==> src/rtl/game_2048_pkg.sv <==
// rtl/game_2048_pkg.sv - shared types and direction priority for the move input controller
package game_2048_pkg;

    localparam int NUM_BUTTONS = 4;

    typedef enum logic [1:0] {
        DIR_UP    = 2'b00,
        DIR_DOWN  = 2'b01,
        DIR_LEFT  = 2'b10,
        DIR_RIGHT = 2'b11
    } direction_t;

    typedef enum logic [1:0] {
        ST_WAIT_REL = 2'b00,
        ST_IDLE     = 2'b01,
        ST_PENDING  = 2'b10
    } ctrl_state_t;

    // Lowest button index wins: up > down > left > right.
    function automatic direction_t pick_direction(input logic [NUM_BUTTONS-1:0] lvl);
        direction_t d;
        d = DIR_RIGHT;
        if (lvl[0]) begin
            d = DIR_UP;
        end else if (lvl[1]) begin
            d = DIR_DOWN;
        end else if (lvl[2]) begin
            d = DIR_LEFT;
        end
        return d;
    endfunction

endpackage

==> src/rtl/move_input_ctrl_if.sv <==
// rtl/move_input_ctrl_if.sv - pushbutton inputs and move handshake bundle
interface move_input_ctrl_if;
    logic [3:0] btn_raw;
    logic       accept;
    logic       move_valid;
    logic [1:0] direction;
    logic [3:0] pressed;

    modport master (
        output btn_raw,
        output accept,
        input  move_valid,
        input  direction,
        input  pressed
    );

    modport slave (
        input  btn_raw,
        input  accept,
        output move_valid,
        output direction,
        output pressed
    );
endinterface

==> src/rtl/move_input_ctrl_debouncer.sv <==
// rtl/move_input_ctrl_debouncer.sv - one button: inverting synchronizer plus stable-level counter
module debouncer #(
    parameter int DEBOUNCE_CYCLES = 500000,
    parameter int SYNC_STAGES     = 2
) (
    input  logic clk,
    input  logic rst,
    input  logic btn_n,
    output logic level,
    output logic released
);
    localparam int CW = $clog2(DEBOUNCE_CYCLES + 1);

    logic [SYNC_STAGES-1:0] sync;
    logic [CW-1:0]          cnt;

    always_ff @(posedge clk) begin
        if (!rst) begin
            sync  <= '0;
            cnt   <= '0;
            level <= 1'b0;
        end else begin
            sync <= {sync[SYNC_STAGES-2:0], ~btn_n};
            // Any disagreement that does not persist restarts the stability count.
            if (sync[SYNC_STAGES-1] == level) begin
                cnt <= '0;
            end else if (cnt == CW'(DEBOUNCE_CYCLES)) begin
                level <= ~level;
                cnt   <= '0;
            end else begin
                cnt <= cnt + 1'b1;
            end
        end
    end

    // Nothing pressed and nothing in flight through the synchronizer.
    assign released = (sync == '0) && !level;

endmodule

==> src/rtl/move_input_ctrl.sv <==
// rtl/move_input_ctrl.sv - debounced pushbuttons to single move handshake; AUTO_REPEAT_EN adds held-button repeat
module move_input_ctrl #(
    parameter int DEBOUNCE_CYCLES = 500000,
    parameter int SYNC_STAGES     = 2,
    parameter int REPEAT_CYCLES   = 25000000
) (
    input  logic              clk,
    input  logic              rst,
    move_input_ctrl_if.slave  bus
);
    import game_2048_pkg::*;

    logic [NUM_BUTTONS-1:0] level;
    logic [NUM_BUTTONS-1:0] released;
    ctrl_state_t            state, state_nx;
    direction_t             dir_q, dir_nx;
    logic                   armed;
    logic                   rpt_hit;

    for (genvar i = 0; i < NUM_BUTTONS; i++) begin : g_btn
        debouncer #(
            .DEBOUNCE_CYCLES (DEBOUNCE_CYCLES),
            .SYNC_STAGES     (SYNC_STAGES)
        ) u_deb (
            .clk      (clk),
            .rst      (rst),
            .btn_n    (bus.btn_raw[i]),
            .level    (level[i]),
            .released (released[i])
        );
    end

`ifdef AUTO_REPEAT_EN
    localparam int RW = $clog2(REPEAT_CYCLES);
    logic [RW-1:0] rpt_cnt;

    assign rpt_hit = (state == ST_WAIT_REL) && level[dir_q] && (rpt_cnt == RW'(REPEAT_CYCLES - 1));

    always_ff @(posedge clk) begin
        if (!rst || state != ST_WAIT_REL || !level[dir_q] || rpt_hit) begin
            rpt_cnt <= '0;
        end else begin
            rpt_cnt <= rpt_cnt + 1'b1;
        end
    end
`else
    assign rpt_hit = 1'b0;
`endif

    // The synchronizers read as released for one edge after reset; armed masks
    // that edge so a button held through reset is not mistaken for a release.
    always_ff @(posedge clk) begin
        if (!rst) begin
            state <= ST_WAIT_REL;
            dir_q <= DIR_UP;
            armed <= 1'b0;
        end else begin
            state <= state_nx;
            dir_q <= dir_nx;
            armed <= 1'b1;
        end
    end

    always_comb begin
        state_nx = state;
        dir_nx   = dir_q;
        case (state)
            ST_WAIT_REL: begin
                if (rpt_hit) begin
                    state_nx = ST_PENDING;
                end else if (armed && (&released)) begin
                    state_nx = ST_IDLE;
                end
            end
            ST_IDLE: begin
                if (level != '0) begin
                    state_nx = ST_PENDING;
                    dir_nx   = pick_direction(level);
                end
            end
            ST_PENDING: begin
                if (bus.accept) begin
                    state_nx = ST_WAIT_REL;
                end
            end
            default: state_nx = ST_WAIT_REL;
        endcase
    end

    assign bus.move_valid = (state == ST_PENDING);
    assign bus.direction  = dir_q;
    assign bus.pressed    = level;

endmodule

==> src/flat_wrapper.sv <==
// flat-port wrapper written by rule: the top's interface ports become plain ports
module move_input_ctrl_flat import game_2048_pkg::*;
#(
    parameter int DEBOUNCE_CYCLES = 500000,
    parameter int SYNC_STAGES     = 2,
    parameter int REPEAT_CYCLES   = 25000000
)
  (clk, rst, bus_btn_raw, bus_accept, bus_move_valid, bus_direction, bus_pressed);
  move_input_ctrl_if bus_i ();
  input  logic clk;
  input  logic rst;
  input wire logic [$bits(bus_i.btn_raw)-1:0] bus_btn_raw;
  input wire logic [$bits(bus_i.accept)-1:0] bus_accept;
  output wire logic [$bits(bus_i.move_valid)-1:0] bus_move_valid;
  output wire logic [$bits(bus_i.direction)-1:0] bus_direction;
  output wire logic [$bits(bus_i.pressed)-1:0] bus_pressed;
  assign bus_i.btn_raw = bus_btn_raw;
  assign bus_i.accept = bus_accept;
  assign bus_move_valid = bus_i.move_valid;
  assign bus_direction = bus_i.direction;
  assign bus_pressed = bus_i.pressed;
  move_input_ctrl #(.DEBOUNCE_CYCLES(DEBOUNCE_CYCLES), .SYNC_STAGES(SYNC_STAGES), .REPEAT_CYCLES(REPEAT_CYCLES)) u_core (.clk(clk), .rst(rst), .bus(bus_i));
endmodule
==> config.mk <==
export PLATFORM = sky130hd
export DESIGN_NAME = move_input_ctrl_flat
export DESIGN_NICKNAME = d
export VERILOG_FILES = /design/src/rtl/game_2048_pkg.sv /design/src/rtl/move_input_ctrl_if.sv /design/src/rtl/move_input_ctrl_debouncer.sv /design/src/rtl/move_input_ctrl.sv /design/src/flat_wrapper.sv
export SDC_FILE = /design/constraint.sdc
export NUM_CORES = 1
export LEC_CHECK = 0
export ABC_AREA = 1
export CAP_MARGIN = 10
export CORE_MARGIN = 2
export CORE_UTILIZATION = 45
export CTS_BUF_LIST = sky130_fd_sc_hd__clkbuf_16
export DETAILED_ROUTE_END_ITERATION = 10
export HOLD_SLACK_MARGIN = 0.03
export PLACE_DENSITY_LB_ADDON = 0.12
export RECOVER_POWER = 100
export SLEW_MARGIN = 10
export SYNTH_ARGS = -nofsm -noshare
export SYNTH_HDL_FRONTEND = slang
export SYNTH_SLANG_ARGS = --single-unit
==> constraint.sdc <==
create_clock -name clk -period 1.3 [get_ports clk]
set_clock_uncertainty 0.05 [all_clocks]
set_input_delay 0.195 -clock clk [delete_from_list [all_inputs] [get_ports clk]]
set_output_delay 0.195 -clock clk [all_outputs]
set_load 0.005 [all_outputs]
==> out/qor.csv <==
metric,value,unit
ant_nets,0,
whs_path_depth,2,
rsz0062_at_grt,true,
drv_cap,0,
cp.arrival,1.64,ns
vias_per_cell,4.96,
status,"complete, but fails checks",
synth_top_family_by_area,simple AND/OR/NAND/NOR gates,
finish.utilization,66.4,%
grt_start_max_net_pins,16,
dp_hpwl,7.23,mm
start_util,45.8,%
yosysMostFrequentCell,nand2_1,
async_reset_ff_share,0,%
synth.avg_cell_area,6.94,um2
ios,14,
synthAdderAreaFrac,2.15,%
grtUsageTotal,21.8,%
drt-total-wl,12.0,mm
synth_top_area_share,39.9,%
grt_pass1_vias,4408,
yosys.area_share.simple,38.3,%
cp_max_fo,5,
placed_area,5470,um2
relSlewSlack,77.9,%
synth_edf_count,0,
seqCellArea,1900,um2
stdcell_area,6760,um2
min_period,1.44,ns
violations,setup timing,
route.detailed.drc,0,
synth_nets,687,
pwr_density_cell,905,nW/um2
synth.area.top_cells,"dfxtp_1, nand2_1, nor2_1",
grt_pass1_wl,19.6,mm
cts_root_buf,clkbuf_16,
io_buffers,13,
grt_overflow_total,0,
p_comb_share,3.3,%
die_height,106,um
min_period_over_period,111,%
stdcell_count,928,
yosys_warnings,0,
synth-compound-area-share,6.58,%
tightest_slew,0.331,ns
postCtsHoldBufs,0,
area_growth_syn_to_layout,45.0,%
antennaDiodeCount,0,
dp_cells,880,
p_leak,2.25,nW
crit_type,reg2reg,
synthCells,672,
fmax,0.694,GHz
switching_share,21.1,%
synth.distinct_cells,28,
fin_nets,802,
setup_viol,80,
synth_seq_area_share,39.9,%
cts_sinks,93,
netlist_area,4660,um2
p_switching,1.29,mW
r2r_cells,8,
synth.largest_area_cell,dfxtp_1,
core,10200,um2
cts_buffer_depth,2,
ys_ff_latch,93,
hold_class,in2reg,
worst_setup_path_end_kind,flop,
antenna_found_initial,0,
die_area,11200,um2
synth_common_cells,"nand2_1, nor2_1, dfxtp_1, inv_1, nand3_1",
clock_latency,0.35,ns
rows,37,
path_clk_slew,0.07,ns
layout-drive-gt1-share,35.6,%
dr.pass1.iters,6,
vias,4607,
seqPwrFrac,47.0,%
synth_mux_area_share,0,%
cp.required,1.50,ns
power.total,6.12,mW
p_clk_share,49.8,%
drt_iter0_markers,241,
routedWlPerCell,13.0,um
synth_xor_area_share,5.64,%
finalSetupTns,-6.46,ns
slew_viol_final,0,
startpoint_type,flop,
cts_buffers,9,
multi_input_area,3180,um2
fill_cells,833,
ys.flop_type,dfxtp_1,
p_int,4.82,mW
ir_drop,0.000661,V
cts_tree,done,
place.gp.congestion,0.835,
fp.dieW,106,um
setup_ws,-0.141,ns
htreeDepth,3,
hold_violations,0,
## worst max-delay path, stage by stage, from the launching register on
cell and delay (ns):
dfxtp_4 0.36, inv_2 0.06, ha_4 0.11, nand2_1 0.04, nand3b_1 0.20, nor2_4 0.17
nand2_4 0.15, nand2_4 0.15, a21oi_2 0.04
## state kept, by name (all words and copies together) (netlist names)
| name | cells |
|---|---|
| u_core.g_btn.u_deb.cnt | 76 |
| u_core.g_btn.u_deb.sync | 8 |
| u_core.bus.direction | 2 |
| u_core.g_btn.u_deb.level | 4 |
| u_core.armed | 1 |
| u_core.state | 2 |
## cells by family after synthesis
group	after synthesis
AND/OR/NAND/NOR	406
flip-flops	93
buffers and inverters	78
AO/OA/AOI/OAI	57
XOR/XNOR	30
adder cells (fa/ha/maj)	8
## layer usage
metal  GRT usage [%]  wire length [um]  vias to the layer above
met5               0                 0                        -
met1            27.1              5370                     2164
met4            9.30               206                        0
li1                -                 -                     2355
met3            3.09               330                       12
met2            37.8              6130                       76
## stage by stage
step	hold WS [ns]	setup slack, ns
6_report	0.345	-0.141
4_1_cts	0.330	-0.132
3_3_place_gp	0.363	-0.242
2_1_floorplan	0.173	-0.0541
5_1_grt	0.346	-0.221
3_5_place_dp	0.371	-0.277
## layout make-up
cell class	instances	area share, %
Multi-Input combinational cell	509	47.1
Sequential cell	93	28.1
Timing Repair Buffer	105	13.2
Inverter	69	3.98
Clock buffer	9	3.33
Tap cell	136	2.52
Clock inverter	7	1.70
## placed cells by master (no fill, tap or decap), drive strengths merged
| master | count |
|---|---|
| buf | 91 |
| xnor2 | 15 |
| xor2 | 15 |
| clkinv | 2 |
| dlygate4sd2 | 6 |
| o21bai | 2 |
| clkinvlp | 1 |
| nor3 | 3 |
| nand2 | 173 |
| dlygate4sd3 | 1 |
| bufinv | 3 |
| ha | 8 |
| nand3b | 4 |
| nand4 | 10 |
| o21ai | 14 |
| or2 | 9 |
| dfxtp | 93 |
| a21oi | 40 |
| inv | 70 |
| nand3 | 45 |
| clkbuf | 11 |
| a31oi | 1 |
| nor2 | 170 |
| clkdlybuf4s50 | 5 |
## power groups by stage
| stage | clock (mW) | sequential, mW | combinational (mW) |
|---|---|---|---|
| final | 3.04 | 2.87 | 0.201 |
| after global routing | 3.19 | 2.87 | 0.219 |
| after CTS | 3.09 | 2.87 | 0.190 |
| after detailed placement | 0 | 2.94 | 0.130 |
| after global placement | 0 | 2.94 | 0.129 |
| after floorplan | 0 | 2.94 | 0.0712 |
## repair_timing
action	4_1_cts	5_1_grt
hold endpoints to repair	0	0
pin swaps	25	40
gates resized for setup	99	101
setup endpoints to repair	85	83
buffers inserted	21	7
cloned	10	0
## final timing paths
check | to | startpoint | slack (ns)
worst max-delay path | u_core.g_btn[1].u_deb.cnt[11]$_SDFF_PP0_ | u_core.g_btn[1].u_deb.cnt[1]$_SDFF_PP0_ | -0.14
worst min-delay path | u_core.g_btn[2].u_deb.sync[0]$_SDFF_PN0_ | bus_btn_raw[2] | 0.34
worst max register to register | u_core.g_btn[1].u_deb.cnt[11]$_SDFF_PP0_ | u_core.g_btn[1].u_deb.cnt[1]$_SDFF_PP0_ | -0.14
worst min register to register | u_core.g_btn[0].u_deb.sync[1]$_SDFF_PN0_ | u_core.g_btn[0].u_deb.sync[0]$_SDFF_PN0_ | 0.38
Note: power is estimated with default switching activity, not from simulation.
